===== src/rtl/iob_wb_bridge_pkg.sv =====
// Shared definitions for the IOb-to-Wishbone bridge.
//  - state_t     : bridge FSM encoding (IDLE, ISSUE, WAIT)
//  - clog2       : ceiling log2 for elaboration-time sizing
//  - entry_width : width of one buffered request {addr, wdata, wstrb}
package iob_wb_bridge_pkg;

   typedef enum logic [1:0] {
      IDLE  = 2'd0,   // no Wishbone cycle open
      ISSUE = 2'd1,   // cyc=stb=1, waiting for the strobe to be taken / terminated
      WAIT  = 2'd2    // pipelined only: strobe taken, cyc=1, waiting for termination
   } state_t;

   function automatic int clog2(input int n);
      int r;
      r = 0;
      for (int i = 0; i < 32; i++) begin
         if ((1 << r) < n) r++;
      end
      return r;
   endfunction

   function automatic int entry_width(input int addr_w, input int data_w);
      return addr_w + data_w + data_w / 8;
   endfunction

endpackage


===== src/rtl/iob_wb_bridge_if.sv =====
// Bus bundle between the CPU IOb interconnect and a Wishbone register slave.
//  slave  modport : the bridge's view (IOb slave on one side, Wishbone master on the other)
//  master modport : the environment's view (IOb requester plus Wishbone slave)
//  IOb      : s_valid, s_addr, s_wdata, s_wstrb -> s_ready, s_rvalid, s_rdata, s_rerr
//  Wishbone : wb_adr_o, wb_dat_o, wb_sel_o, wb_we_o, wb_cyc_o, wb_stb_o
//             <- wb_dat_i, wb_ack_i, wb_err_i, wb_stall_i
interface iob_wb_bridge_if #(
   parameter int ADDR_W = 12,
   parameter int DATA_W = 32,
   parameter int WB_LSB = 2
);
   logic                     s_valid;
   logic [ADDR_W-1:0]        s_addr;
   logic [DATA_W-1:0]        s_wdata;
   logic [DATA_W/8-1:0]      s_wstrb;
   logic                     s_ready;
   logic                     s_rvalid;
   logic [DATA_W-1:0]        s_rdata;
   logic                     s_rerr;

   logic [ADDR_W-WB_LSB-1:0] wb_adr_o;
   logic [DATA_W-1:0]        wb_dat_o;
   logic [DATA_W/8-1:0]      wb_sel_o;
   logic                     wb_we_o;
   logic                     wb_cyc_o;
   logic                     wb_stb_o;
   logic [DATA_W-1:0]        wb_dat_i;
   logic                     wb_ack_i;
   logic                     wb_err_i;
   logic                     wb_stall_i;

   modport slave (
      input  s_valid, s_addr, s_wdata, s_wstrb,
      output s_ready, s_rvalid, s_rdata, s_rerr,
      output wb_adr_o, wb_dat_o, wb_sel_o, wb_we_o, wb_cyc_o, wb_stb_o,
      input  wb_dat_i, wb_ack_i, wb_err_i, wb_stall_i
   );

   modport master (
      output s_valid, s_addr, s_wdata, s_wstrb,
      input  s_ready, s_rvalid, s_rdata, s_rerr,
      input  wb_adr_o, wb_dat_o, wb_sel_o, wb_we_o, wb_cyc_o, wb_stb_o,
      output wb_dat_i, wb_ack_i, wb_err_i, wb_stall_i
   );
endinterface


===== src/rtl/iob_wb_req_fifo.sv =====
// Register-based synchronous request FIFO.
//  push/push_data : write one entry (ignored when full)
//  pop            : drop the head entry (ignored when empty)
//  head_data      : current head entry
//  full/empty     : status from the current pointers
//  full_next      : full status after this cycle's push/pop, for a registered ready
// Pointers carry one extra wrap bit: full = MSBs differ and low bits equal.
module iob_wb_req_fifo
   import iob_wb_bridge_pkg::*;
#(
   parameter int WIDTH = 46,
   parameter int DEPTH = 2
)(
   input  logic             clk,
   input  logic             rst_n,
   input  logic             push,
   input  logic [WIDTH-1:0] push_data,
   input  logic             pop,
   output logic [WIDTH-1:0] head_data,
   output logic             full,
   output logic             empty,
   output logic             full_next
);
   localparam int IW = (clog2(DEPTH) > 0) ? clog2(DEPTH) : 1;
   localparam int PW = clog2(DEPTH) + 1;
   localparam logic [PW-1:0] FULL_XOR = PW'(DEPTH);

   logic [PW-1:0]    wr_ptr_q, wr_ptr_d;
   logic [PW-1:0]    rd_ptr_q, rd_ptr_d;
   logic [WIDTH-1:0] mem_q [DEPTH];
   logic             do_push, do_pop;

   // A single-entry FIFO has no index bits; every pointer maps to slot 0.
   function automatic logic [IW-1:0] slot(input logic [PW-1:0] p);
      return (DEPTH == 1) ? '0 : p[IW-1:0];
   endfunction

   assign empty     = (wr_ptr_q == rd_ptr_q);
   assign full      = ((wr_ptr_q ^ rd_ptr_q) == FULL_XOR);
   assign do_push   = push & ~full;
   assign do_pop    = pop & ~empty;
   assign head_data = mem_q[slot(rd_ptr_q)];

   // NOTE: every signal written in always_comb gets a default first, so no path leaves it unassigned and no latch is inferred.
   always_comb begin
      wr_ptr_d  = wr_ptr_q + PW'(do_push);
      rd_ptr_d  = rd_ptr_q + PW'(do_pop);
      full_next = ((wr_ptr_d ^ rd_ptr_d) == FULL_XOR);
   end

   // NOTE: sequential state uses non-blocking assignments so every flop samples pre-edge values regardless of block order.
   always_ff @(posedge clk or negedge rst_n) begin
      if (!rst_n) begin
         wr_ptr_q <= '0;
         rd_ptr_q <= '0;
      end else begin
         wr_ptr_q <= wr_ptr_d;
         rd_ptr_q <= rd_ptr_d;
      end
   end

   // NOTE: storage is deliberately not reset; the pointers alone decide which slots hold valid data.
   always_ff @(posedge clk) begin
      if (do_push) mem_q[slot(wr_ptr_q)] <= push_data;
   end

endmodule


===== src/rtl/iob_wb_bridge.sv =====
// IOb-native slave to Wishbone master bridge with request buffer, classic or
// pipelined (B4) mode, bus-timeout watchdog and error responses.
//  clk, rst_n : clock and asynchronous active-low reset
//  bus        : iob_wb_bridge_if.slave (IOb request/response + Wishbone master)
//  timeout_o  : one-cycle pulse when the watchdog aborts a Wishbone cycle
// One Wishbone cycle is outstanding at a time; responses return in order.
module iob_wb_bridge
   import iob_wb_bridge_pkg::*;
#(
   parameter int ADDR_W    = 12,
   parameter int DATA_W    = 32,
   parameter int WB_LSB    = 2,
   parameter int REQ_DEPTH = 2,
   parameter int PIPELINED = 0,
   parameter int TIMEOUT   = 255
)(
   input  logic             clk,
   input  logic             rst_n,
   iob_wb_bridge_if.slave   bus,
   output logic             timeout_o
);
   localparam int STRB_W  = DATA_W / 8;
   localparam int WADR_W  = ADDR_W - WB_LSB;
   localparam int ENTRY_W = entry_width(ADDR_W, DATA_W);
   localparam int WDOG_W  = (clog2(TIMEOUT + 1) > 0) ? clog2(TIMEOUT + 1) : 1;
   localparam logic [WDOG_W-1:0] WDOG_LAST = WDOG_W'(TIMEOUT - 1);

   state_t              state_q, state_d;
   logic                cyc_q, cyc_d, stb_q, stb_d, we_q, we_d;
   logic [WADR_W-1:0]   adr_q, adr_d;
   logic [DATA_W-1:0]   dat_q, dat_d;
   logic [STRB_W-1:0]   sel_q, sel_d;
   logic                rvalid_q, rvalid_d, rerr_q, rerr_d;
   logic [DATA_W-1:0]   rdata_q, rdata_d;
   logic                timeout_q, timeout_d, ready_q, ready_d;
   logic [WDOG_W-1:0]   wdog_q, wdog_d;

   logic                push, pop, full, empty, full_next;
   logic                term, expire;
   logic [ENTRY_W-1:0]  push_entry, head_entry, src_entry;
   logic [STRB_W-1:0]   src_wstrb;
   logic                unused_addr_lsb;

   assign push       = bus.s_valid & ready_q;
   assign push_entry = {bus.s_addr, bus.s_wdata, bus.s_wstrb};
   // With an empty buffer the incoming request is issued in the same cycle it is
   // pushed, which gives the accept-at-T / strobe-at-T+1 latency.
   assign src_entry  = empty ? push_entry : head_entry;
   assign src_wstrb  = src_entry[STRB_W-1:0];
   // Byte-lane bits of the address are carried in the entry but never reach the bus.
   assign unused_addr_lsb = ^src_entry[ENTRY_W-WADR_W-1 -: WB_LSB];

   iob_wb_req_fifo #(
      .WIDTH (ENTRY_W),
      .DEPTH (REQ_DEPTH)
   ) u_req_fifo (
      .clk       (clk),
      .rst_n     (rst_n),
      .push      (push),
      .push_data (push_entry),
      .pop       (pop),
      .head_data (head_entry),
      .full      (full),
      .empty     (empty),
      .full_next (full_next)
   );

   always_comb begin
      state_d   = state_q;
      cyc_d     = cyc_q;
      stb_d     = stb_q;
      adr_d     = adr_q;
      dat_d     = dat_q;
      sel_d     = sel_q;
      we_d      = we_q;
      wdog_d    = wdog_q;
      rvalid_d  = 1'b0;
      rdata_d   = '0;
      rerr_d    = 1'b0;
      timeout_d = 1'b0;
      pop       = 1'b0;
      // Ready is registered from the post-update fill level: no combinational
      // path from s_valid or the Wishbone inputs reaches s_ready.
      ready_d   = ~full_next;
      term      = bus.wb_ack_i | bus.wb_err_i;
      expire    = (TIMEOUT != 0) && (wdog_q == WDOG_LAST);

      case (state_q)
         IDLE: begin
            if (!empty || push) begin
               state_d = ISSUE;
               cyc_d   = 1'b1;
               stb_d   = 1'b1;
               adr_d   = src_entry[ENTRY_W-1 -: WADR_W];
               dat_d   = src_entry[STRB_W +: DATA_W];
               we_d    = |src_wstrb;
               sel_d   = (|src_wstrb) ? src_wstrb : '1;
               wdog_d  = '0;
            end
         end
         ISSUE, WAIT: begin
            if (term) begin
               // err has priority over ack; a failed or write access returns zero data.
               state_d  = IDLE;
               cyc_d    = 1'b0;
               stb_d    = 1'b0;
               pop      = 1'b1;
               rvalid_d = 1'b1;
               rerr_d   = bus.wb_err_i;
               rdata_d  = (!bus.wb_err_i && !we_q) ? bus.wb_dat_i : '0;
            end else if (expire) begin
               state_d   = IDLE;
               cyc_d     = 1'b0;
               stb_d     = 1'b0;
               pop       = 1'b1;
               rvalid_d  = 1'b1;
               rerr_d    = 1'b1;
               timeout_d = 1'b1;
            end else begin
               if (TIMEOUT != 0) wdog_d = wdog_q + WDOG_W'(1);
               // Pipelined: the strobe is taken on the first non-stalled cycle.
               if ((PIPELINED != 0) && (state_q == ISSUE) && !bus.wb_stall_i) begin
                  stb_d   = 1'b0;
                  state_d = WAIT;
               end
            end
         end
         default: state_d = IDLE;
      endcase
   end

   always_ff @(posedge clk or negedge rst_n) begin
      if (!rst_n) begin
         state_q   <= IDLE;
         cyc_q     <= 1'b0;
         stb_q     <= 1'b0;
         adr_q     <= '0;
         dat_q     <= '0;
         sel_q     <= '0;
         we_q      <= 1'b0;
         wdog_q    <= '0;
         rvalid_q  <= 1'b0;
         rdata_q   <= '0;
         rerr_q    <= 1'b0;
         timeout_q <= 1'b0;
         ready_q   <= 1'b0;
      end else begin
         state_q   <= state_d;
         cyc_q     <= cyc_d;
         stb_q     <= stb_d;
         adr_q     <= adr_d;
         dat_q     <= dat_d;
         sel_q     <= sel_d;
         we_q      <= we_d;
         wdog_q    <= wdog_d;
         rvalid_q  <= rvalid_d;
         rdata_q   <= rdata_d;
         rerr_q    <= rerr_d;
         timeout_q <= timeout_d;
         ready_q   <= ready_d;
      end
   end

   assign bus.s_ready  = ready_q;
   assign bus.s_rvalid = rvalid_q;
   assign bus.s_rdata  = rdata_q;
   assign bus.s_rerr   = rerr_q;
   assign bus.wb_adr_o = adr_q;
   assign bus.wb_dat_o = dat_q;
   assign bus.wb_sel_o = sel_q;
   assign bus.wb_we_o  = we_q;
   assign bus.wb_cyc_o = cyc_q;
   assign bus.wb_stb_o = stb_q;
   assign timeout_o    = timeout_q;

endmodule


===== src/flat_wrapper.sv =====
// flat-port wrapper written by rule: the top's interface ports become plain ports
module iob_wb_bridge_flat import iob_wb_bridge_pkg::*;
#(
   parameter int ADDR_W    = 12,
   parameter int DATA_W    = 32,
   parameter int WB_LSB    = 2,
   parameter int REQ_DEPTH = 2,
   parameter int PIPELINED = 0,
   parameter int TIMEOUT   = 255
)
  (clk, rst_n, timeout_o, bus_s_valid, bus_s_addr, bus_s_wdata, bus_s_wstrb, bus_s_ready, bus_s_rvalid, bus_s_rdata, bus_s_rerr, bus_wb_adr_o, bus_wb_dat_o, bus_wb_sel_o, bus_wb_we_o, bus_wb_cyc_o, bus_wb_stb_o, bus_wb_dat_i, bus_wb_ack_i, bus_wb_err_i, bus_wb_stall_i);
  iob_wb_bridge_if #(.ADDR_W(ADDR_W), .DATA_W(DATA_W), .WB_LSB(WB_LSB)) bus_i ();
  input  logic clk;
  input  logic rst_n;
  output logic timeout_o;
  input wire logic [$bits(bus_i.s_valid)-1:0] bus_s_valid;
  input wire logic [$bits(bus_i.s_addr)-1:0] bus_s_addr;
  input wire logic [$bits(bus_i.s_wdata)-1:0] bus_s_wdata;
  input wire logic [$bits(bus_i.s_wstrb)-1:0] bus_s_wstrb;
  output wire logic [$bits(bus_i.s_ready)-1:0] bus_s_ready;
  output wire logic [$bits(bus_i.s_rvalid)-1:0] bus_s_rvalid;
  output wire logic [$bits(bus_i.s_rdata)-1:0] bus_s_rdata;
  output wire logic [$bits(bus_i.s_rerr)-1:0] bus_s_rerr;
  output wire logic [$bits(bus_i.wb_adr_o)-1:0] bus_wb_adr_o;
  output wire logic [$bits(bus_i.wb_dat_o)-1:0] bus_wb_dat_o;
  output wire logic [$bits(bus_i.wb_sel_o)-1:0] bus_wb_sel_o;
  output wire logic [$bits(bus_i.wb_we_o)-1:0] bus_wb_we_o;
  output wire logic [$bits(bus_i.wb_cyc_o)-1:0] bus_wb_cyc_o;
  output wire logic [$bits(bus_i.wb_stb_o)-1:0] bus_wb_stb_o;
  input wire logic [$bits(bus_i.wb_dat_i)-1:0] bus_wb_dat_i;
  input wire logic [$bits(bus_i.wb_ack_i)-1:0] bus_wb_ack_i;
  input wire logic [$bits(bus_i.wb_err_i)-1:0] bus_wb_err_i;
  input wire logic [$bits(bus_i.wb_stall_i)-1:0] bus_wb_stall_i;
  assign bus_i.s_valid = bus_s_valid;
  assign bus_i.s_addr = bus_s_addr;
  assign bus_i.s_wdata = bus_s_wdata;
  assign bus_i.s_wstrb = bus_s_wstrb;
  assign bus_s_ready = bus_i.s_ready;
  assign bus_s_rvalid = bus_i.s_rvalid;
  assign bus_s_rdata = bus_i.s_rdata;
  assign bus_s_rerr = bus_i.s_rerr;
  assign bus_wb_adr_o = bus_i.wb_adr_o;
  assign bus_wb_dat_o = bus_i.wb_dat_o;
  assign bus_wb_sel_o = bus_i.wb_sel_o;
  assign bus_wb_we_o = bus_i.wb_we_o;
  assign bus_wb_cyc_o = bus_i.wb_cyc_o;
  assign bus_wb_stb_o = bus_i.wb_stb_o;
  assign bus_i.wb_dat_i = bus_wb_dat_i;
  assign bus_i.wb_ack_i = bus_wb_ack_i;
  assign bus_i.wb_err_i = bus_wb_err_i;
  assign bus_i.wb_stall_i = bus_wb_stall_i;
  iob_wb_bridge #(.ADDR_W(ADDR_W), .DATA_W(DATA_W), .WB_LSB(WB_LSB), .REQ_DEPTH(REQ_DEPTH), .PIPELINED(PIPELINED), .TIMEOUT(TIMEOUT)) u_core (.clk(clk), .rst_n(rst_n), .bus(bus_i), .timeout_o(timeout_o));
endmodule

===== config.mk =====
export PLATFORM = sky130hd
export DESIGN_NAME = iob_wb_bridge_flat
export DESIGN_NICKNAME = d
export VERILOG_FILES = /design/src/rtl/iob_wb_bridge_pkg.sv /design/src/rtl/iob_wb_bridge_if.sv /design/src/rtl/iob_wb_req_fifo.sv /design/src/rtl/iob_wb_bridge.sv /design/src/flat_wrapper.sv
export SDC_FILE = /design/constraint.sdc
export NUM_CORES = 1
export LEC_CHECK = 0
export ABC_AREA = 1
export CAP_MARGIN = 25
export CORE_ASPECT_RATIO = 0.9
export CORE_MARGIN = 4
export CORE_UTILIZATION = 50
export CTS_CLUSTER_DIAMETER = 60
export DETAILED_ROUTE_END_ITERATION = 7
export PLACE_DENSITY_LB_ADDON = 0.15
export SLEW_MARGIN = 5
export SYNTH_ARGS = -nofsm -noshare
export SYNTH_HDL_FRONTEND = slang
export SYNTH_SLANG_ARGS = --single-unit

===== constraint.sdc =====
create_clock -name clk -period 5.8 [get_ports clk]
set_input_delay 0.58 -clock clk [delete_from_list [all_inputs] [get_ports clk]]
set_output_delay 0.58 -clock clk [all_outputs]
set_load 0.05 [all_outputs]

# [Yosys cells after proc, flatten, opt, wreduce, memory -nomap -nowiden]
# Memory sizes are Yosys's and may differ from the RTL's.
# Cells that the tools add are included.
[word_totals] reg_bits=98 mem_bits_rw=96 inputBits=86 memories=1
[mem_list] name="u_core.u_req_fifo.mem_q" words=2 word_bits=48 rd=1 rd_clocked_by_memory_dff=0 wr=1 line="iob_wb_req_fifo.sv:30" rtl="logic [WIDTH-1:0] mem_q [DEPTH];"
[op_classes] addsub=3 eq_ne=10 muxes=26 bitwise_logic=9 n_reduce_logical=13
[op_table] operator="32-bit two-way mux" count=3
[op_table] operator="48-bit two-way mux" count=1
[op_table] operator="8-bit two-way mux" count=3
[op_table] operator="8-bit one-hot mux with 2 select lines" count=1
[op_table] operator="1-bit two-way mux" count=12
[op_table] operator="8-bit by 1-bit adder with 8-bit output, second input constant" count=1
[op_table] operator="8-bit equality test, second input constant" count=1
[op_table] operator="2-bit equality test, second input constant" count=3
[op_table] operator="2-bit two-way mux" count=3
[op_table] operator="2-bit by 1-bit adder with 2-bit output" count=2
[op_table] operator="4-bit two-way mux" count=1
[op_table] operator="2-bit != test, second input constant" count=2
[op_table] operator="2-bit one-hot mux with 2 select lines" count=1
[op_table] operator="2-bit AND reduction" count=2
[op_table] operator="4-bit AND reduction" count=1
[op_table] operator="4-bit OR reduction" count=1
[op_table] operator="2-bit XOR" count=2
[op_table] operator="1-bit AND" count=3
[op_table] operator="1-bit zero test" count=3
[op_table] operator="3-bit by 1-bit != test with 1-bit output, second input constant" count=1
[op_table] operator="1-bit inverter" count=3
[op_table] operator="3-bit AND reduction" count=1
[op_table] operator="2-bit by 1-bit equality test with 1-bit output, second input constant" count=1
[op_table] operator="2-bit equality test" count=1
[op_table] operator="other kinds (8)" count=8

# [Longest topological paths before layout]
# Gate-level depths: netlist (run 1).
[logic_depth] ltp_word=9 mapped_depth=13 mapped_depth_nobuf=10

# [Hierarchy]
# Synthesis (run 1) repeated with hierarchy kept, for this count alone.
[hier_totals] cells_unflattened=669 area_unflattened_um2=7970.1
[by_module_without_submodules] mod="iob_wb_bridge" instances=1 cells_each=481 area_each_um2=4175.3 seq_area_each_um2=2302.2
[by_module_without_submodules] mod="iob_wb_req_fifo" instances=1 cells_each=188 area_each_um2=3794.9 seq_area_each_um2=2982.9

# [Worst setup path after synthesis (run 1)]
# OpenSTA, ideal clock, no wires.
[synth_timing] path_type="register -> register" start="register u_core.ready_q (netlist: u_core.bus.s_ready)" end="register u_core.ready_q (netlist: u_core.bus.s_ready)" arrival_ns=2.777 required_ns=5.678 path_slack_ns=2.901 path_stages_with_launch=7 n_path_buf=0 cell_sequence="dfrtp_1 inv_1 a311oi_1 ha_1 xor2_1 xor2_1 nand2_1"
[synth_via] elab_chain_len=6
[synth_lines] element="start, declared" line="iob_wb_bridge.sv:35" rtl="logic timeout_q, timeout_d, ready_q, ready_d;"
[synth_lines] element="start signal, assigned" line="iob_wb_bridge.sv:160" rtl="ready_q <= ready_d;"
[synth_lines] element="1-bit AND" line="iob_wb_bridge.sv:44" rtl="assign push = bus.s_valid & ready_q;"
[synth_lines] element="1-bit AND" line="iob_wb_req_fifo.sv:40" rtl="assign do_push = push & ~full;"
[synth_lines] element="2-bit by 1-bit adder with 2-bit output" line="iob_wb_req_fifo.sv:46" rtl="wr_ptr_d = wr_ptr_q + PW'(do_push);"
[synth_lines] element="named net u_core.u_req_fifo.wr_ptr_d[1]" line="iob_wb_req_fifo.sv:28" rtl="logic [PW-1:0] wr_ptr_q, wr_ptr_d;"
[synth_lines] element="2-bit XOR" line="iob_wb_req_fifo.sv:48" rtl="full_next = ((wr_ptr_d ^ rd_ptr_d) == FULL_XOR);"
[synth_lines] element="2-bit equality test" line="iob_wb_req_fifo.sv:48"
[synth_lines] element="1-bit inverter" line="iob_wb_bridge.sv:84" rtl="ready_d = ~full_next;"
[synth_lines] element="named net u_core.ready_d" line="iob_wb_bridge.sv:35"
# The timed path passes the listed nets, and every way through them passes these cells.
# A chain may end at the register's enable or synchronous reset.

# [Final worst setup path (run 1)]
[layout_timing] start="register u_core.u_req_fifo.rd_ptr_q[0]" end="register u_core.adr_q[6] (netlist: u_core.bus.wb_adr_o[6])"
[layout_via] elab_chain_len=4 word_cells_on_any_way=6 cone_classes="1 x eq/ne; 1 x mux; 3 x reduce/logical; 1 x memory"
[layout_lines] element="start, declared" line="iob_wb_req_fifo.sv:29" rtl="logic [PW-1:0] rd_ptr_q, rd_ptr_d;"
[layout_lines] element="start signal, assigned" line="iob_wb_req_fifo.sv:58" rtl="rd_ptr_q <= rd_ptr_d;"
[layout_lines] element="2-bit equality test" line="iob_wb_req_fifo.sv:38" rtl="assign empty = (wr_ptr_q == rd_ptr_q);"
[layout_lines] element="1-bit zero test" line="iob_wb_bridge.sv:90" rtl="if (!empty || push) begin"
[layout_lines] element="1-bit logical OR" line="iob_wb_bridge.sv:90"
[layout_lines] element="2-bit AND reduction (no line)"
[layout_lines] element="end signal, assigned" line="iob_wb_bridge.sv:151" rtl="adr_q <= adr_d;"
[layout_lines] element="end, declared" line="iob_wb_bridge.sv:30" rtl="logic [WADR_W-1:0] adr_q, adr_d;"
# Parallel ways exist; a longest one is shown, timed or not.

==> key figures, run 1 <==
Worst setup path
  • Reg2Reg Capture Point: u_core.bus.wb_adr_o[6]
  • Worst Path Max Fanout: 55
  • CP startpoint: u_core.u_req_fifo.rd_ptr_q[0]
  • Most used cell, CP: nand2_4
  • Slowest cell on crit path: nand2_4
  • Reg2reg setup slack: around 2.8 ns
  • Crit. path cell count: 11
  • Critical path buffers and inverters: 4
  • Startpoint Class: flop
  • Crit path DAT: 3.34 ns
  • Crit-path leading delay family: buffers and inverters
  • Critical Path End: u_core.bus.wb_adr_o[6]
  • Slowest cell delay on critical path: between 0.5 and 0.6 ns
  • Reg2Reg Depth: 11
  • Setup CP Type: flop to flop
  • Worst EP required: roughly 6 ns
  • Worst r2r src: u_core.u_req_fifo.rd_ptr_q[0]
  • Critical-path cell list: buf_4 > nand2_1 > nand2_4 > nand2_4 > inv_4 > o21ai_2 > nand2_4 > inv_2 > buf_12 > o211ai_1 > nand2_1
  • Worst setup EP type: flop

GRT
  • Initial antenna violation count: 1
  • Gr ovfl total: 0
  • Vias in the first global route: 5581
  • First-pass GRT wire length: roughly 29 mm
  • Pin count of the biggest net entering global routing: 89
  • Total GRT Usage: approximately a fifth

Flow run
  • Max_cap viols: 0

Clock network
  • Clock root buffer: clkbuf_16
  • CTS Sinks: 188
  • Worst-Skew Late Latency: 0.43 ns
  • CTS Buf Count: 17
  • Cts hold-fix bufs: 0
  • Clk slew on worst S/H paths: roughly 0.060 ns
  • CTS tree: done
  • Post-CTS resize count: 0
  • H-tree levels: 4
  • Max clock buf depth: 2
  • Setup Buffers After CTS: 0

Floorplan
  • Die W: around 140 um
  • Starting Density: around half
  • Chip height: between 100 and 150 um
  • Area of the die: about 17000 sq um
  • Core region area: approximately 15000 sq um
  • I/O pins: about 170
  • Num rows: between 40 and 50

Routing
  • Post-route DRC: 0
  • Post-route ant nets: 0
  • First DRT Iteration DRCs: around 320
  • Routed WL per cell: between 15 and 20 um
  • Vias: 5402
  • Vias per inst: 5.13
  • First drt pass iteration count: 5
  • Final wirelength: 17.2 mm

Pwr
  • Part of the power in registers: 33.4%
  • Gate power share: 47.8%
  • P per Cell Area: between 500 and 600 nW/um^2
  • Clock share of power: between 10% and 20%
  • Sw Ratio: a little over two fifths
  • Sw Pwr: approximately 2.6 mW
  • Internal power: 3.37 mW
  • Worst ir drop on vdd: roughly 0.47 mV
  • Lkg Pwr: between 4 and 5 nW

Layout
  • FILL cells: 1117
  • Layout Nets: 933
  • Most common cell after layout, fill and taps aside: nand2_1
  • Area Growth Syn to Fin: 31.0%
  • Most frequent cells in the layout: nand2_1 (249), clkdlybuf4s50_1 (166), dfrtp_1 (95)
  • Finished Layout Cells: between 1000 and 1500
  • Ant diodes: 0
  • Reg area: 5170 sq um
  • Area of the multi-input gates: 2150 sq um
  • Share of cells above drive strength 1: roughly a tenth

Timing
  • Final hold viol count: 0
  • Fin crit period: about 3.0 ns
  • RSZ-0062 raised after global routing: no
  • Setup Skew: just over 0.007 ns
  • Fin Setup TNS: 0 ns
  • Final Max Slew Viols: 0
  • Slew headroom: about 49%
  • Maximum clock rate: 329 MHz
  • Slew @ Worst Pin: ~0.77 ns
  • Final setup fails: 0
  • Tcrit/Tclk final: between 50% and 60%
  • Fin Hold WS: 0.126 ns

Synth
  • Syn. warnings: 0
  • Synth Instances: ~690
  • Asr flop ratio synth: between 50% and 60%
  • Avg Cell Area, Syn: 11.2 sq um
  • Synthesized area: ~7600 sq um
  • Number of synthesized flops with an enable pin: between 90 and 100
  • Post-synth cell types: 29
  • Sequential share of the synthesized area: around two thirds
  • Ys flop type: dfrtp_1
  • Seq cells post-synth: 188
  • Syn Nets: 776

Min path
  • Hold Path Class: input port to asynchronous set/reset pin

Place
  • # port buffers: between 150 and 200
  • Dpl cells: around 1000
  • Post-DP HPWL: roughly 11 mm
  • Gpl congestion: ~0.74

Status
  • Status: complete, no violations
Yosys cell counts, types with 7 or more instances:
cell type,instances,area (sq um)
xor2_1,10,87.6
clkbuf_1,13,48.8
o211ai_1,17,128
nor2_1,44,165
o211ai_2,25,313
nand2_1,249,935
buf_2,15,75.1
edfxtp_1,92,2760
nand3_1,58,290
o21ai_0,7,35.0
dfrtp_1,96,2400
inv_1,24,90.1
power groups by stage:
stage | sequential, mW | clock (mW) | combinational (mW)
3_3_place_gp | 2.01 | 0 | 2.79
2_1_floorplan | 2.69 | 0 | 1.40
3_5_place_dp | 2.03 | 0 | 2.85
6_report | 2.00 | 1.13 | 2.87
5_1_grt | 2.04 | 1.22 | 3.12
4_1_cts | 2.01 | 1.16 | 2.87
cell families (layout without fill, tap and decap cells):
logic type	Yosys count	count (layout)	share of synthesized area, %
AOI/OAI and AO/OA	56	56	6.90
xor gates and xnor gates	10	10	1.14
adders and majority gates	5	5	0.818
buffers and inverters	66	236	4.51
DFF	188	188	67.5
and+or+nand+nor	360	360	19.1
layer usage:
metal / wire length (um) / track usage (%) / vias up
met5: 0 / 0 / -
met4: 248 / 6.33 / 0
met3: 1260 / 7.41 / 25
met2: 8550 / 34.2 / 175
met1: 7170 / 25.7 / 2603
li1: - / - / 2599
cell type report:
class,count,area share [%]
timing repair buffer,175,17.6
inverter,29,1.14
clock inverter,8,0.512
clock buffer,24,5.33
multi-input combinational,431,21.4
tap,198,2.47
sequential,188,51.5
registers in the layout, summed over array words and instances, names as in the netlist:
| register | flops |
|---|---|
| u_core.bus.s_rdata | 32 |
| u_core.bus.s_ready | 1 |
| u_core.bus.s_rerr | 1 |
| u_core.bus.s_rvalid | 1 |
| u_core.bus.wb_adr_o | 10 |
| u_core.bus.wb_dat_o | 32 |
| u_core.bus.wb_sel_o | 4 |
| u_core.bus.wb_stb_o | 1 |
| u_core.bus.wb_we_o | 1 |
| u_core.timeout_o | 1 |
| u_core.u_req_fifo.mem_q | 92 |
| u_core.u_req_fifo.rd_ptr_q | 2 |
| u_core.u_req_fifo.wr_ptr_q | 2 |
| u_core.wdog_q | 8 |
worst min-delay path by stage:
stage	start	to	depth (start not counted)
finish	rst_n	u_core.wdog_q[2]	1
global route	rst_n	u_core.wdog_q[1]	1
CTS	rst_n	u_core.wdog_q[1]	1
detailed placement	u_core.bus.wb_dat_o[22]	u_core.bus.wb_dat_o[22]	2
global placement	u_core.bus.wb_dat_o[13]	u_core.bus.wb_dat_o[13]	2
floorplan	rst_n	u_core.bus.s_rdata[0]	0
stage by stage:
step           power (mW)  util [%]  cell area, sq um  setup slack, ns
2_1_floorplan        4.09         -              7650             2.90
3_3_place_gp         4.80      63.1              9380             2.68
6_report             6.00      67.4             10000             2.76
3_5_place_dp         4.88      63.2              9400             2.74
5_1_grt              6.38      67.4             10000             2.54
4_1_cts              6.03      67.2              9990             2.72
(Power assumes the default switching activity.)
==> run 2: changes to the inputs <==
--- a/config.mk
+++ b/config.mk
@@ -9,7 +9,7 @@
 export CAP_MARGIN = 25
 export CORE_ASPECT_RATIO = 0.9
 export CORE_MARGIN = 4
-export CORE_UTILIZATION = 50
+export CORE_UTILIZATION = 45
 export CTS_CLUSTER_DIAMETER = 60
 export DETAILED_ROUTE_END_ITERATION = 7
 export PLACE_DENSITY_LB_ADDON = 0.15
==> constraint.sdc (replaced) <==
create_clock -name clk -period 2.7 [get_ports clk]
set_input_delay 0.27 -clock clk [delete_from_list [all_inputs] [get_ports clk]]
set_output_delay 0.27 -clock clk [all_outputs]
set_load 0.05 [all_outputs]
==> run 2 against run 1 <==
  * Critical endpoint is now u_core.bus.wb_dat_o[18]
  * Die area is 10% higher
  * Clock power is 120% higher
  * Setup slack worse by 2.2 ns
  * Largest cell class unchanged
  * Final area rose by 0.64%
  * Non-clock buffer count up 8
  * Via count is 0.44% higher
  * Core utilization shrank 5.9 points
  * Maximum frequency rose by 42%
  * Sequential power increased by 120%
==> key figures, run 2 (synthesis gave the netlist of run 1 again) <==
GRT
  • Gr ovfl total: 0 (unchanged)
  • Total GRT Usage: 18.8% (-1.8 points)
  • Initial antenna violation count: 0 (-1)
  • GR peak layer: met2
  • Met1 usage: 23.7% (-2.0 points)
  • GRT met2 Usage: 31.2% (-2.9 points)
  • Vias in the first global route: 5747 (+3.0%)
  • Pin count of the biggest net entering global routing: 47 (-47%)
  • First-pass GRT wire length: 29.1 mm (+1.7%)
  • Met3 Usage GRT: 7.40% (about the same)

Worst setup path
  • Worst EP required: 3.06 ns (-3.04 ns)
  • Worst setup EP type: flop
  • Worst Path Max Fanout: 29 (-47%)
  • Critical path buffers and inverters: 4 (unchanged)
  • Startpoint Class: flop
  • Crit path DAT: 2.50 ns (-0.84 ns)
  • Slowest cell delay on critical path: 0.40 ns (-0.12 ns)
  • Slowest cell on crit path: dfrtp_1
  • Setup CP Type: flop to flop
  • Critical-path cell list: inv_1 > nand2_1 > nand2_2 > nand2_4 > inv_4 > o21ai_2 > nand2_4 > inv_2 > buf_4 > o211ai_2 > nand2_1
  • Crit-path leading delay family: simple AND/OR/NAND/NOR gates

Layout
  • Most common cell after layout, fill and taps aside: nand2_1
  • Layout Nets: 941 (+0.86%)
  • FILL cells: 1327 (+19%)
  • Ant diodes: 0 (unchanged)
  • Max FFs per register: 92 (unchanged)
  • Finished Layout Cells: 1070 (+1.6%)
  • Util after Layout: 61.5% (-5.9 points)
  • Most frequent cells in the layout: nand2_1 (249), clkdlybuf4s50_1 (166), dfrtp_1 (95)
  • Area of the multi-input gates: 2150 sq um (unchanged)
  • Reg area: 5170 sq um (unchanged)
  • Share of cells above drive strength 1: 10.4% (+0.84 points)
  • Biggest register: u_core.u_req_fifo.mem_q
  • Area Growth Syn to Fin: 31.8%

Timing
  • Final hold viol count: 0 (unchanged)
  • Final Max Slew Viols: 0 (unchanged)
  • Tcrit/Tclk final: 79.0% (+27 points)
  • Setup Skew: 0.00802 ns (+0.000932 ns)
  • Slew @ Worst Pin: 0.632 ns (-0.136 ns)
  • Slew headroom: 57.8% (+9.1 points)
  • Final setup fails: 0 (unchanged)
  • Fin crit period: 2.13 ns (-0.903 ns)
  • Maximum clock rate: 469 MHz (+42%)
  • RSZ-0062 raised after global routing: no

Floorplan
  • Die W: 145 um (+5.1%)
  • Core region area: 16400 sq um (+10%)
  • Num rows: 44 (+4.8%)
  • Area of the die: 19200 sq um (+10%)
  • Starting Density: 46.6% (-4.8 points)
  • I/O pins: 171 (unchanged)
  • Chip height: 132 um (+5.1%)

Routing
  • Post-route ant nets: 0 (unchanged)
  • Vias per inst: 5.07 (-1.2%)
  • First drt pass iteration count: 4 (-1)
  • Post-route DRC: 0 (unchanged)
  • Vias: 5426 (+0.44%)
  • First DRT Iteration DRCs: 293 (-7.6%)
  • Final wirelength: 17.7 mm (+2.4%)
  • Routed WL per cell: 16.5 um (+0.81%)

Clock network
  • H-tree levels: 4 (unchanged)
  • Max clock buf depth: 2 (unchanged)
  • CTS tree: done
  • Setup Buffers After CTS: 0 (unchanged)
  • CTS Sinks: 188 (unchanged)
  • Clk slew on worst S/H paths: 0.07 ns (about the same)
  • Cts hold-fix bufs: 1 (+1)
  • Clock root buffer: clkbuf_16
  • Post-CTS resize count: 0 (unchanged)
  • CTS Buf Count: 17 (unchanged)
  • Worst-Skew Late Latency: 0.42 ns (about the same)

Place
  • Dpl cells: 1037 (+1.8%)
  • Gpl congestion: 0.806 (+8.2%)
  • # port buffers: 167 (unchanged)
  • Post-DP HPWL: 11.4 mm (+5.3%)

Flow run
  • Max_cap viols: 0 (unchanged)

Pwr
  • Lkg Pwr: 4.36 nW (+0.82%)
  • Worst ir drop on vdd: 0.795 mV (+70%)
  • Overall power: 13.0 mW (+120%)
  • P per Cell Area: 1280 nW/um^2 (+110%)

Status
  • Status: complete, no violations

Min path
  • Hold Path Class: input port to flop
[run 2: worst paths after layout]
check                                          end  depth (start not counted)                          start  slack [ns]
max reg2reg                u_core.bus.wb_dat_o[18]                         11  u_core.u_req_fifo.wr_ptr_q[1]        0.57
min in group asynchronous         u_core.wdog_q[6]                          2                          rst_n        0.41
max in group asynchronous  u_core.bus.wb_dat_o[13]                          3                          rst_n        1.48
min                         u_core.bus.s_rdata[14]                          3               bus_wb_dat_i[14]        0.36
max                        u_core.bus.wb_dat_o[18]                         11  u_core.u_req_fifo.wr_ptr_q[1]        0.57
min reg2reg                 u_core.bus.wb_dat_o[7]                          2         u_core.bus.wb_dat_o[7]        0.48
[run 2: layout make-up]
cell class,count,area share [%]
tap,207,2.57
clock inverter,9,0.657
sequential,188,51.2
clock buffer,23,5.37
timing repair buffer,183,17.8
multi-input combinational,431,21.3
inverter,29,1.13
[run 2: power breakdown]
group          switching [mW]  internal, mW
registers               0.379          3.93
logic                    4.23          1.91
clock network            1.08          1.43
[run 2: worst register-to-register path, delay by kind of cell (launching register included)]
family	cells	cell delay (ns)
AND/OR/NAND/NOR	5	0.86
buffers and inverters	4	0.58
flip-flops	1	0.40
AO/OA/AOI/OAI	2	0.24
[run 2: metal layers]
metal  part of all wire, %  wire [um]
met1                    42       7470
met4                  0.62        110
met3                   8.7       1530
met2                    48       8540
met5                     0          0
[run 2: through the flow]
stage | hold slack [ns] | TNS [ns] | setup WS, ns | cell area, sq um
after floorplan | -0.0256 | -0.311 | -0.00677 | 7650
after global placement | 0.333 | 0 | 0.599 | 9470
after detailed placement | 0.344 | 0 | 0.506 | 9470
after CTS | 0.336 | 0 | 0.553 | 10100
after global routing | 0.341 | 0 | 0.401 | 10100
final | 0.359 | 0 | 0.567 | 10100
==> run 3: changes to the inputs <==
==> constraint.sdc (replaced) <==
create_clock -name clk -period 1.9 [get_ports clk]
set_input_delay 0.19 -clock clk [delete_from_list [all_inputs] [get_ports clk]]
set_output_delay 0.19 -clock clk [all_outputs]
set_load 0.05 [all_outputs]
==> run 3 against run 2 <==
  * Wire length grew 0.91%
  * Register-to-register slack lost 0.54 ns
  * Worst hold slack lost 0.13 ns
  * Die area is the same
  * First-iteration DRC count grew 12%
  * Count of clock-buffer cells in the layout shrank 3
  * Largest power group unchanged
==> key figures, run 3 (synthesis gave the netlist of run 1 again) <==
Pwr
  • Lkg Pwr: 4.46 nW (+2.2%)
  • Sw Ratio: 43.4% (-0.48 points)
  • Gate power share: 48.9% (+1.5 points)
  • Part of the power in registers: 32.3% (-1.0 points)
  • P per Cell Area: 1840 nW/um^2 (+43%)
  • Clock share of power: 18.8% (-0.6 points)
  • Sw Pwr: 8.24 mW (+45%)
  • Worst ir drop on vdd: 1.26 mV (+58%)
  • Internal power: 10.7 mW (+48%)

GRT
  • Initial antenna violation count: 0 (unchanged)
  • Vias in the first global route: 5623 (-2.2%)
  • First-pass GRT wire length: 29.1 mm (about the same)
  • Pin count of the biggest net entering global routing: 89 (+89%)
  • Gr ovfl total: 0 (unchanged)
  • Total GRT Usage: 18.7% (-0.11 points)

Clock network
  • Worst-Skew Late Latency: 0.43 ns (about the same)
  • CTS Buf Count: 17 (unchanged)
  • Clk slew on worst S/H paths: 0.07 ns (about the same)
  • Clock root buffer: clkbuf_16
  • CTS tree: done
  • CTS Sinks: 188 (unchanged)
  • Max clock buf depth: 2 (unchanged)
  • H-tree levels: 4 (unchanged)

Timing
  • Fin Hold WS: 0.227 ns (-0.132 ns)
  • Slew headroom: 63.4% (+5.6 points)
  • Fin crit period: 1.87 ns (-0.260 ns)
  • PnR worst setup slack: 0.0270 ns (-0.540 ns)
  • Setup Skew: 0.0122 ns (+0.00416 ns)
  • Tcrit/Tclk final: 98.6% (+20 points)
  • Slew @ Worst Pin: 0.549 ns (-0.0837 ns)
  • RSZ-0062 raised after global routing: yes
  • Final Max Slew Viols: 0 (unchanged)
  • Final setup fails: 0 (unchanged)
  • Final hold viol count: 0 (unchanged)
  • Maximum clock rate: 534 MHz (+14%)

Routing
  • First DRT Iteration DRCs: 327 (+12%)
  • First drt pass iteration count: 5 (+1)
  • Routed length on met3: 1.52 mm (-1.1%)
  • Post-route ant nets: 0 (unchanged)
  • Post-route DRC: 0 (unchanged)
  • Final wirelength: 17.8 mm (+0.91%)
  • Vias per inst: 5.05 (-0.32%)
  • Wire length on met2: 8.91 mm (+4.3%)
  • Metal-1 WL: 7.32 mm (-2.0%)
  • Vias: 5444 (+0.33%)
  • Routed WL per cell: 16.5 um (+0.25%)
  • Max Used Layer: met4

Floorplan
  • Area of the die: 19200 sq um (unchanged)
  • Chip height: 132 um (unchanged)
  • Starting Density: 46.6% (unchanged)
  • I/O pins: 171 (unchanged)
  • Die W: 145 um (unchanged)
  • Core region area: 16400 sq um (unchanged)
  • Num rows: 44 (unchanged)

Layout
  • Area Growth Syn to Fin: 35.2%
  • Max FFs per register: 92 (unchanged)
  • Layout Nets: 948 (+0.74%)
  • Finished Layout Cells: 1077 (+0.65%)
  • Biggest register: u_core.u_req_fifo.mem_q
  • Most frequent cells in the layout: nand2_1 (247), clkdlybuf4s50_1 (162), dfrtp_1 (92), edfxtp_1 (92), nand3_1 (58)
  • Share of cells above drive strength 1: 12.0% (+1.5 points)
  • Most common cell after layout, fill and taps aside: nand2_1
  • Ant diodes: 0 (unchanged)

Worst setup path
  • Crit path DAT: 2.18 ns (-0.32 ns)
  • Worst Path Max Fanout: 3 (-90%)
  • Setup CP Type: flop to flop
  • Worst r2r src: u_core.wdog_q[0]
  • Reg2Reg Capture Point: u_core.bus.s_ready
  • Reg2Reg Depth: 10 (-1)
  • Worst setup EP type: flop
  • Startpoint Class: flop
  • Worst EP required: 2.21 ns (-0.85 ns)
  • Reg2reg setup slack: 0.03 ns (-0.54 ns)

Flow run
  • Max_cap viols: 0 (unchanged)

Status
  • Status: complete, no violations

Place
  • Setup WS pre-CTS: 0.00558 ns (-0.501 ns)
  • # port buffers: 167 (unchanged)
  • Dpl cells: 1041 (+0.39%)
  • Post-DP HPWL: 11.4 mm (about the same)
  • Gpl congestion: 0.784 (-2.7%)

Min path
  • Hold Path Class: input port to asynchronous set/reset pin
[run 3: what timing repair did]
item                       CTS  global route
setup buffers                0             2
resized for setup            3            11
hold buffers                 1             0
pin swaps                    0             1
hold endpoints to repair    24             0
setup endpoints to repair    4            11
gates cloned                 0             1
[run 3: power by group through the flow]
stage | registers [mW] | clock network (mW) | logic, mW
2_1_floorplan | 8.20 | 0 | 4.40
6_report | 6.14 | 3.56 | 9.28
3_3_place_gp | 6.16 | 0 | 8.93
5_1_grt | 6.26 | 3.82 | 10.1
3_5_place_dp | 6.21 | 0 | 9.08
4_1_cts | 6.14 | 3.65 | 9.14
[run 3: layer usage]
layer	track usage [%]	vias up
met2	30.3	172
li1	-	2627
met1	23.8	2637
met3	7.47	8
met4	4.54	0
met5	0	-
[run 3: how the worst max path moves through the flow]
stage | to | cells after the start | start | slack (ns)
after floorplan | u_core.bus.s_ready | 8 | u_core.u_req_fifo.wr_ptr_q[0] | -0.07
after global placement | u_core.bus.s_ready | 7 | bus_s_valid | 0.02
after detailed placement | u_core.wdog_q[0] | 10 | u_core.u_req_fifo.wr_ptr_q[1] | 0.006
after CTS | bus_wb_we_o | 1 | u_core.bus.wb_we_o | 0.01
after global routing | u_core.bus.s_ready | 10 | u_core.wdog_q[0] | -0.10
final | u_core.bus.s_ready | 10 | u_core.wdog_q[0] | 0.03
[run 3: per-stage QoR]
stage / total power [mW] / util (%) / setup TNS, ns / area, sq um
2_1_floorplan: 12.6 / - / -0.0726 / 7710
4_1_cts: 18.9 / 62.6 / 0 / 10300
5_1_grt: 20.2 / 63.0 / -0.295 / 10300
6_report: 19.0 / 63.0 / 0 / 10300
3_3_place_gp: 15.1 / 58.8 / 0 / 9650
3_5_place_dp: 15.3 / 58.8 / 0 / 9650
[run 3: critical path: stages, from the launching register on]
cell and delay [ns]:
dfrtp_1 0.40, inv_1 0.10, ha_1 0.15, nand4_1 0.12, nand2_1 0.12, nand2_2 0.09, nor2_1 0.14, ha_2 0.21
xor2_2 0.17, xor2_1 0.20, nand2_1 0.07
[run 3: area by class of cell]
class	count	area, sq um
clock buffers	20	468
clock inverters	12	134
fillers	1271	6070
inverters	29	114
multi-input cells	431	2210
flip-flops and latches	188	5170
well taps	207	259
repair buffers	190	1980
